`src/rtl/fp_matmul_operand_loader.sv`:
```
// fp_matmul_operand_loader
// Serial-to-parallel operand buffer for the fixed-point matrix multiplier.
// Q8.8 elements arrive one per handshake: all of A (row-major), then all of B.
// Both matrices are then held stable with out_valid until downstream accepts them.
//
// Ports:
//   clk, rst_n          clock, asynchronous active-low reset
//   clear               synchronous abort of the current load (highest priority)
//   in_valid/in_ready   element stream handshake, in_data = element
//   out_valid/out_ready operand-pair handshake
//   out_1               matrix A, element (r,c) at slice r*COL_1+c, slice 0 at LSBs
//   out_2               matrix B, element (r,c) at slice r*COL_2+c, slice 0 at LSBs
//
// Build option: define FP_LOADER_TRANSPOSE_B_EN to accept B column-major
// (e.g. K^T); accepted B element k then lands in slice (k % ROW_2)*COL_2 + k/ROW_2.
module fp_matmul_operand_loader #(
  parameter int unsigned DATA_WIDTH = 16,
  parameter int unsigned ROW_1      = 4,
  parameter int unsigned COL_1      = 4,
  parameter int unsigned ROW_2      = 4,
  parameter int unsigned COL_2      = 2
) (
  input  logic                                clk,
  input  logic                                rst_n,
  input  logic                                clear,
  input  logic                                in_valid,
  output logic                                in_ready,
  input  logic [DATA_WIDTH-1:0]               in_data,
  output logic                                out_valid,
  input  logic                                out_ready,
  output logic [DATA_WIDTH*ROW_1*COL_1-1:0]   out_1,
  output logic [DATA_WIDTH*ROW_2*COL_2-1:0]   out_2
);

  localparam int unsigned N_A   = ROW_1 * COL_1;
  localparam int unsigned N_B   = ROW_2 * COL_2;
  localparam int unsigned N_MAX = (N_A > N_B) ? N_A : N_B;
  localparam int unsigned CNT_W = (N_MAX > 1) ? $clog2(N_MAX) : 1;
  localparam int unsigned A_IW  = (N_A > 1) ? $clog2(N_A) : 1;
  localparam int unsigned B_IW  = (N_B > 1) ? $clog2(N_B) : 1;

  localparam logic [1:0] LOAD_A = 2'd0;
  localparam logic [1:0] LOAD_B = 2'd1;
  localparam logic [1:0] HOLD   = 2'd2;

  logic [1:0]                          r_state;
  logic [1:0]                          w_state_nxt;
  logic [CNT_W-1:0]                    r_cnt;
  logic [CNT_W-1:0]                    w_cnt_nxt;
  logic                                r_out_valid;
  logic [N_A-1:0][DATA_WIDTH-1:0]      r_mat_a;
  logic [N_B-1:0][DATA_WIDTH-1:0]      r_mat_b;
  logic                                w_acc;
  logic                                w_wr_a;
  logic                                w_wr_b;
  logic [A_IW-1:0]                     w_idx_a;
  logic [B_IW-1:0]                     w_idx_b;

  // in_ready depends on state only, so there is no path from out_ready/in_valid
  assign in_ready  = (r_state != HOLD);
  assign out_valid = r_out_valid;
  assign out_1     = r_mat_a;
  assign out_2     = r_mat_b;
  assign w_acc     = in_valid && in_ready;
  assign w_idx_a   = A_IW'(r_cnt);

  // B destination slice: row-major by default, column-major when transposed
`ifdef FP_LOADER_TRANSPOSE_B_EN
  logic [31:0] w_k;
  assign w_k     = 32'(r_cnt);
  assign w_idx_b = B_IW'((w_k % ROW_2) * COL_2 + (w_k / ROW_2));
`else
  assign w_idx_b = B_IW'(r_cnt);
`endif

  // State and element counter
  always_ff @(posedge clk or negedge rst_n) begin
    if (!rst_n) begin
      r_state     <= LOAD_A;
      r_cnt       <= '0;
      r_out_valid <= 1'b0;
    end else begin
      r_state     <= w_state_nxt;
      r_cnt       <= w_cnt_nxt;
      r_out_valid <= (w_state_nxt == HOLD);
    end
  end

  // Next-state, counter and write-enable decode; clear overrides every handshake
  always_comb begin
    w_state_nxt = r_state;
    w_cnt_nxt   = r_cnt;
    w_wr_a      = 1'b0;
    w_wr_b      = 1'b0;
    if (clear) begin
      w_state_nxt = LOAD_A;
      w_cnt_nxt   = '0;
    end else begin
      case (r_state)
        LOAD_A: begin
          if (w_acc) begin
            w_wr_a = 1'b1;
            if (r_cnt == CNT_W'(N_A - 1)) begin
              w_state_nxt = LOAD_B;
              w_cnt_nxt   = '0;
            end else begin
              w_cnt_nxt = r_cnt + CNT_W'(1);
            end
          end
        end
        LOAD_B: begin
          if (w_acc) begin
            w_wr_b = 1'b1;
            if (r_cnt == CNT_W'(N_B - 1)) begin
              w_state_nxt = HOLD;
              w_cnt_nxt   = '0;
            end else begin
              w_cnt_nxt = r_cnt + CNT_W'(1);
            end
          end
        end
        HOLD: begin
          if (r_out_valid && out_ready) begin
            w_state_nxt = LOAD_A;
            w_cnt_nxt   = '0;
          end
        end
        default: begin
          w_state_nxt = LOAD_A;
          w_cnt_nxt   = '0;
        end
      endcase
    end
  end

  // Operand buffers; slices are overwritten in place by each new batch
  always_ff @(posedge clk or negedge rst_n) begin
    if (!rst_n) begin
      r_mat_a <= '0;
      r_mat_b <= '0;
    end else begin
      if (w_wr_a) r_mat_a[w_idx_a] <= in_data;
      if (w_wr_b) r_mat_b[w_idx_b] <= in_data;
    end
  end

endmodule

```
`config.mk`:
```
export PLATFORM = sky130hd
export DESIGN_NAME = fp_matmul_operand_loader
export DESIGN_NICKNAME = d
export VERILOG_FILES = /design/src/rtl/fp_matmul_operand_loader.sv
export SDC_FILE = /design/constraint.sdc
export NUM_CORES = 1
export LEC_CHECK = 0
export CAP_MARGIN = 20
export CORE_MARGIN = 10
export CORE_UTILIZATION = 49
export CTS_CLUSTER_DIAMETER = 50
export DETAILED_ROUTE_END_ITERATION = 7
export GPL_TIMING_DRIVEN = 1
export PLACE_DENSITY = 0.81
export SYNTH_ARGS = -nofsm -noshare
export SYNTH_HDL_FRONTEND = slang
export SYNTH_SLANG_ARGS = --single-unit
```
`constraint.sdc`:
```
create_clock -name clk -period 2.7 [get_ports clk]
set_clock_uncertainty 0.2 [all_clocks]
set_input_delay 0.27 -clock clk [delete_from_list [all_inputs] [get_ports clk]]
set_output_delay 0.27 -clock clk [all_outputs]
set_load 0.05 [all_outputs]
```
# Yosys cells after proc, flatten, opt, wreduce, memory -nomap -nowiden
# Cells that the tools add are included.
# totals
register_bits	391
output_inout_bits	386
word_cells	72
input_bits	21
# op_classes
addsub	1
reduce_logical	6
mux	25
eq_ne	9
magnitude_cmp	4
# op_table
cell	n
256-bit bitwise mux	1
128-bit bitwise mux	1
16-bit demux with 4-bit select	1
16-bit demux with 3-bit select	1
16-bit 2-to-1 mux	2
4-bit 2-to-1 mux	6
2-bit 2-to-1 mux	6
4-bit one-hot mux with 3 select lines	1
3-bit != test (second input constant)	3
2-bit one-hot mux with 3 select lines	1
4-bit by 5-bit less-than comparator with 1-bit output (second input constant)	1
1-bit 2-to-1 mux	5
4-bit by 1-bit adder with 4-bit output (second input constant)	1
2-bit == test (second input constant)	2
4-bit by 3-bit == test with 1-bit output (second input constant)	1
4-bit == test (second input constant)	1
4-bit by 1-bit greater-or-equal comparator with 1-bit output (second input constant)	1
1-bit logical AND	4
3-bit by 4-bit less-than comparator with 1-bit output (second input constant)	1
3-bit by 1-bit greater-or-equal comparator with 1-bit output (second input constant)	1
3-bit AND reduction	1
2-bit by 1-bit == test with 1-bit output (second input constant)	1
2-bit zero test	1
2-bit != test (second input constant)	1

# Depth between registers and ports, before layout
# Gate-level depths: netlist of run 1.
# logic_depth
word_depth	6
depth_mapped	8
ltp_nobuf	5

# Worst setup path after synthesis of run 1
# No wires, ideal clock.
# synth_timing
path_type	register to register
from	register r_cnt[1]
to	register r_mat_a (netlist bit out_1[213])
synth_period_minus_slack_ps	2149
setup_slack_ps	551
n_path_buf	3
setup_ps	125
t_required_ps	2375
arrival_time_ps	1824
path_stages_with_launch	9
path_cell_list	dfrtp_1 > buf_2 > inv_1 > ha_1 > and2_1 > buf_6 > nand3_4 > buf_6 > mux2_4
# synth_via
elab_chain_cells	5
elab_cells_between_ends	6
cone_classes	2 x order compare; 3 x mux; 1 x reduce/logical
# synth_rtl
item	line_no	text
start: declaration	48	logic [CNT_W-1:0] r_cnt;
start signal: assignment	84	r_cnt <= w_cnt_nxt;
4-bit by 5-bit less-than comparator with 1-bit output (implied by the code) or 4-bit by 1-bit greater-or-equal comparator with 1-bit output (tied branches)	142	if (w_wr_a) r_mat_a[w_idx_a] <= in_data;
1-bit logical AND (implied by the code)	142	
16-bit 2-to-1 mux (implied by the code)	142	
16-bit demux with 4-bit select (*)	142	
256-bit bitwise mux (*)	142	
end signal: indexed assignment	142	
end: declaration	51	logic [N_A-1:0][DATA_WIDTH-1:0] r_mat_a;
# Mark *: on every way between the ends. The rest lies on a longest branch, timed or not.
# A chain may end at the register's enable or synchronous reset.

# Worst setup path after layout of run 1
# layout_timing
from	register r_state[0]
to	output in_ready
# layout_via
elab_chain_cells	1
# layout_rtl
item	line_no	text
start: declaration	46	logic [1:0] r_state;
start signal: assignment	83	r_state <= w_state_nxt;
2-bit != test	60	assign in_ready = (r_state != HOLD);
end: declaration	27	output logic in_ready,
# Every way passes these cells.

==> results of run 1 <==
[worst paths after layout]
check | slack (ns) | endpoint | startpoint
hold reg to reg | 0.28 | out_2[69] | out_2[69]
max in group asynchronous | 1.33 | out_1[159] | rst_n
setup / recovery | 0.19 | in_ready | r_state[0]
min in group clk | 0.20 | out_1[226] | in_data[2]
setup reg to reg | 0.41 | out_1[236] | r_state[0]
hold / removal | 0.14 | out_1[47] | rst_n
[metrics by stage]
| stage | hold slack, ns | instance area [µm²] | total power, mW | util |
|---|---|---|---|---|
| 2_1_floorplan | -0.2256 | 15360 | 8.823 | - |
| 3_3_place_gp | 0.09811 | 19900 | 10.21 | 0.6471 |
| 3_5_place_dp | 0.1010 | 19900 | 10.29 | 0.6471 |
| 4_1_cts | 0.1478 | 21170 | 15.68 | 0.6885 |
| 5_1_grt | 0.1552 | 21170 | 16.06 | 0.6885 |
| 6_report | 0.1361 | 21170 | 15.53 | 0.6885 |
[routing by layer]
metal  vias up  track usage  routed length, µm  part of all wire
li1       4046            -                  -                 -
met1      4903       0.2687              17310              0.39
met2       319       0.3742              21500              0.49
met3        76      0.07973               3828             0.087
met4         0      0.06323               1345             0.031
met5         -            0                  0                 0
[power by group through the flow]
| stage | Sequential, mW | Combinational, mW | Clock (mW) |
|---|---|---|---|
| after global placement | 6.65 | 3.57 | 0 |
| final | 6.57 | 3.58 | 5.37 |
| after detailed placement | 6.68 | 3.61 | 0 |
| after global routing | 6.63 | 3.71 | 5.71 |
| after floorplan | 8.28 | 0.544 | 0 |
| after CTS | 6.57 | 3.62 | 5.49 |
[flip-flops by register name (all words and copies together), names as in the netlist]
signal,count
out_1,256
r_cnt,4
out_valid,1
r_state,2
out_2,128
[final cells by class]
type                    count  area [µm²]
flip-flops and latches    391        9784
fillers                  2071        9578
multi-input cells         450        5112
repair buffers            451        4509
clock buffers              58        1120
well taps                 396       495.5
clock inverters            11       142.6
inverters                   2       7.507
[cells in the mapped netlist, types with 2 or more instances]
library cell and instances:
mux2_2 301, a21o_1 2, nor2b_1 3, nand2_2 2, buf_4 10, nand3_1 3
dfrtp_1 391, nand2_1 3, mux2i_1 3, nand3_4 6, nor3_4 2, nor2_1 2
mux2_1 43, buf_2 2, buf_6 22, a21oi_1 3, nand2_4 12, nor2_2 2
inv_1 2, ha_1 4, mux2_4 40, and2_1 6, clkbuf_1 32
[kinds of logic after synthesis]
family / synth area share
adders and majority gates: 0.003258
buffers and inverters: 0.03022
DFF: 0.6370
and+or+nand+nor: 0.03193
xor gates and xnor gates: 0.0005703
AOI/OAI and AO/OA: 0.003828
muxes: 0.2932
[worst register-to-register path: cells and delay by family, from the launching register on]
family	cells	cell delay [ns]
simple gates	3	1.10
flops	1	0.45
mux	1	0.43
[timing repair]
item | 4_1_cts | 5_1_grt
endpoints found under the hold margin | 81 | 0
hold buffers | 1 | 0
endpoints found under the setup margin | 0 | 0
==> out/qor.csv, run 1 <==
stage,metric,value,unit
timing,fmaxAchievable,398.7,MHz
power_and_ir_drop,p_comb_frac,0.231,
timing,drv_slew,0,
yosys,synth_top_cell_area_share,0.6370,
global_route,grt_pass1_wl,66.52,mm
worst_setup_path,end_kind,output port,
power_and_ir_drop,p_int,10.68,mW
timing,worst_slack,0.1916,ns
clocking,root_buffer,clkbuf_16,
power_and_ir_drop,p_switching,4.856,mW
layout,fin_nets,1362,
clocking,cts_setup_buffers,0,
clocking,cts.path.max_buffers,3,
job,drv_cap,0,
layout,most-common-layout-cells,"clkdlybuf4s50_1 (405), dfrtp_1 (391), mux2_2 (301)",
worst_setup_path,max_stage_delay,0.84,ns
power_and_ir_drop,sw_frac_of_total,0.3126,
yosys,synth_edf_count,0,
yosys,synth_nets,935,
clocking,cts-resized-gates,0,
timing,setup_violations,0,
routing,drt_pre_antenna_iters,4,
floorplanning,die_x,197.1,µm
floorplanning,die_y,197.1,µm
routing,viasPerCell,5.312,
floorplanning,ioPinCount,407,
worst_setup_path,critical_path_class,reg2out,
placement,gp_congestion,0.8262,
global_route,grt_pass1_vias,10095,
routing,drcViolationCount,0,
routing,antenna_left,0,
routing,vias,9344,
global_route,grt_max_degree,70,
yosys,yosysWarnings,0,
routing,first_iter_violations,330,
timing,layout_min_cycle_time,2.508,ns
timing,fin_crit_sh,0.9290,
global_route,grtUsageTotal,0.2239,
global_route,overflow,0,
status,status,finished clean,
yosys,synth_top_area_cell,dfrtp_1,
timing,tightest_slew,0.8686,ns
clocking,htreeDepth,2,
timing,grt_setup_unrepaired,no,
timing,hold_viol_final,0,
yosys,ys_async_sr_fraction,1.000,
worst_setup_path,critPathBufInv,1,
layout,layout_commonest_cell,clkdlybuf4s50_1,
worst_setup_path,critical-path-slowest-cell,clkdlybuf4s50_1,
timing,fin_setup_tns,0,ns
yosys,synth_cells,910,
placement,io_buffer_count,406,
power_and_ir_drop,pwr-share-clk,0.346,
timing,max_slew_margin,0.4191,
yosys,ys_ff_latch,391,
hold_path,hp-class,in2async,
power_and_ir_drop,peakVddDrop,0.6784,mV
clocking,clock_latency,0.51,ns
worst_setup_path,cp_cell_sequence,"nand2b_1, clkdlybuf4s50_1",
worst_setup_path,crit_path_start_kind,register,
floorplanning,num_rows,64,
clocking,path_clk_slew,0.06,ns
worst_setup_path,critical_path_required,2.23,ns
clocking,cts_tree,done,
placement,place_hpwl,31.52,mm
clocking,cts-buffers-inserted,41,
yosys,synth_flop_cell,dfrtp_1,
routing,wl_per_cell,25.00,µm
worst_setup_path,crit_family,buffers and inverters,
worst_setup_path,rr_worst_depth,4,
worst_setup_path,cp.depth,2,
power_and_ir_drop,powerDensity,733.7,nW/µm²
placement,post-place-cells,1689,
power_and_ir_drop,p_seq_frac,0.423,
layout,diodes,0,
floorplanning,start_util,0.4996,
layout,stdcell_count,1759,
floorplanning,core_area,30750,µm²
power_and_ir_drop,leakage,10.35,nW
worst_setup_path,crit_arrival,2.04,ns
yosys,avgSynthCellArea,16.88,µm²
yosys,synthTopCellsByArea,"dfrtp_1 (64%), mux2_2 (22%), mux2_4 (3.9%)",
floorplanning,die-area,38830,µm²
clocking,cts.sinks,391,
layout,drive_gt1_frac,0.3441,
yosys,syn-cell-area,15360,µm²
yosys,synth_cell_types,37,
routing,totalWireLength,43.98,mm
layout,area_growth,37.83,%
worst_setup_path,worst-path-max-fanout,6,
yosys,yosysSeqAreaShare,0.6370,
placement,pre_cts_slack,0.05101,ns
global_route,antenna_found_initial,0,
Note: power is estimated with default switching activity, not from simulation.
==> run 2: changes to the inputs <==
- CORE_MARGIN: 10 -> 2
- CTS_CLUSTER_SIZE: not set -> 20
==> run 2 against run 1 <==
Effect of this change:
- non-clock buffer count decreased by 1
- sequential cell count is the same
- routed wire length shrank 7.8%
- global-route usage up 2.6 points
- largest power group unchanged
- combinational power down 2%
- highest routed layer unchanged
- largest cell class unchanged
- sequential share of layout area grew 0.13 points
==> out/qor.csv, run 2 (same netlist as run 1, synthesis figures left out) <==
stage,metric,value,unit
layout,fillCellCount,2131,
routing,antenna_left,0,
power_and_ir_drop,powerDensity,726.6,nW/µm²
floorplanning,die_y,181.1,µm
worst_setup_path,end_kind,output port,
timing,setup_violations,0,
timing,tightest_slew,0.8960,ns
worst_setup_path,worst-path-max-fanout,6,
power_and_ir_drop,leakage,10.33,nW
routing,drcViolationCount,0,
floorplanning,die-area,32780,µm²
worst_setup_path,crit_arrival,1.99,ns
worst_setup_path,max_stage_delay,0.84,ns
worst_setup_path,r2r-start,r_state[0],
worst_setup_path,critical-path-slowest-cell,clkdlybuf4s50_1,
worst_setup_path,cp_cell_sequence,"nand2b_1, clkdlybuf4s50_1",
floorplanning,num_rows,64,
power_and_ir_drop,peakVddDrop,0.4286,mV
job,drv_cap,0,
layout,fin_util,0.6866,
layout,fin_nets,1354,
floorplanning,die_x,181.1,µm
routing,wl_per_cell,23.17,µm
timing,drv_slew,0,
global_route,antenna_found_initial,0,
routing,vias,9331,
clocking,path_clk_slew,0.07,ns
routing,first_iter_violations,361,
clocking,cts-resized-gates,0,
timing,hold_viol_final,0,
timing,fmaxAchievable,407.3,MHz
status,status,finished clean,
clocking,cts-buffers-inserted,34,
placement,gp_congestion,0.7942,
timing,fin_setup_tns,0,ns
timing,fin_crit_sh,0.9093,
clocking,cts_setup_buffers,0,
clocking,cts.path.max_buffers,3,
global_route,grtUsageTotal,0.2497,
routing,totalWireLength,40.54,mm
placement,place_hpwl,28.06,mm
worst_setup_path,crit_path_start_kind,register,
clocking,clock_latency,0.52,ns
clocking,root_buffer,clkbuf_16,
layout,most-common-layout-cells,"clkdlybuf4s50_1 (405), dfrtp_1 (391), mux2_2 (301)",
clocking,htreeDepth,2,
worst_setup_path,critical_path_required,2.23,ns
timing,max_slew_margin,0.4008,
layout,multiInputGateArea,5112,µm²
worst_setup_path,critical_path_class,reg2out,
global_route,grt_pass1_wl,62.54,mm
routing,viasPerCell,5.332,
layout,largest_reg_flops,256,
layout,area_growth,37.44,%
global_route,overflow,0,
placement,io_buffer_count,406,
timing,layout_min_cycle_time,2.455,ns
layout,diodes,0,
floorplanning,start_util,0.4996,
routing,drt_pre_antenna_iters,4,
global_route,grt_pass1_vias,9979,
floorplanning,ioPinCount,407,
timing,grt_setup_unrepaired,no,
clocking,cts.sinks,391,
floorplanning,core_area,30750,µm²
layout,drive_gt1_frac,0.3479,
layout,layout_commonest_cell,clkdlybuf4s50_1,
layout,ff_latch_area,9784,µm²
hold_path,hp-class,in2async,
worst_setup_path,crit_start,r_state[0],
global_route,grt_max_degree,86,
clocking,cts_tree,done,
## run 2: cell count changes in the layout (fill, tap and decap cells not counted), sizes merged
| cell | change |
|---|---|
| inv | +5 |
| buf | -1 |
| clkinv | +2 |
| bufinv | +1 |
| clkbuf | -16 |
## run 2: worst max-delay path: cells and delay by family (launching register included)
family	cells	cell delay, ns
flops	1	0.45
simple gates	1	0.17
buf+inv	1	0.84
## run 2: cell type report
cell class,instances,area share
Clock buffer,42,0.04569
Clock inverter,19,0.01227
Inverter,2,0.0003556
Multi-Input combinational cell,450,0.2421
Sequential cell,391,0.4634
Tap cell,396,0.02347
Timing Repair Buffer,450,0.2126
## run 2: path summary, 6_finish.rpt
path                                    to  cells after the start  slack [ns]
worst max-delay path              in_ready                      2        0.24
worst min-delay path            out_1[147]                      2        0.02
worst max register to register  out_1[214]                      4        0.42
worst min register to register   out_2[69]                      1        0.29
max in group asynchronous       out_1[133]                      4        1.33
min in group clk                 out_valid                      3        0.27
## run 2: per-stage QoR
| step | instances | instance area, µm² | hold WS (ns) | power [mW] | setup WS [ns] |
|---|---|---|---|---|---|
| CTS | 1750 | 21110 | 0.02909 | 15.48 | 0.2308 |
| global placement | 1688 | 19880 | -0.01042 | 10.14 | 0.1976 |
| floorplan | 910 | 15360 | -0.2256 | 8.823 | 0.5513 |
| finish | 1750 | 21110 | 0.02411 | 15.34 | 0.2449 |
| global route | 1750 | 21110 | 0.05009 | 15.88 | 0.1868 |
| detailed placement | 1688 | 19880 | -0.01685 | 10.21 | 0.1228 |
## run 2: routing by layer
layer | track usage | routed length (µm) | share of wire
met5 | 0 | 0 | 0
met4 | 0.07154 | 1171 | 0.029
met3 | 0.06329 | 2781 | 0.069
met2 | 0.4302 | 20240 | 0.50
met1 | 0.3140 | 16350 | 0.40
## run 2: report_power, final
| group | switching, mW | total (mW) | leakage, nW | internal (mW) |
|---|---|---|---|---|
| combinational | 2.34 | 3.51 | 4.38 | 1.18 |
| sequential | 0.242 | 6.56 | 5.35 | 6.32 |
| clock | 2.27 | 5.27 | 0.599 | 3.00 |
## run 2: what timing repair did
item	CTS	global route
hold endpoints to repair	243	0
hold buffers	1	0
setup endpoints to repair	0	0
==> run 3: changes to the inputs <==
- TNS_END_PERCENT: not set -> 5
==> results of run 3 <==
No change in the layout: final DEF, timing and power equal those of run 2.
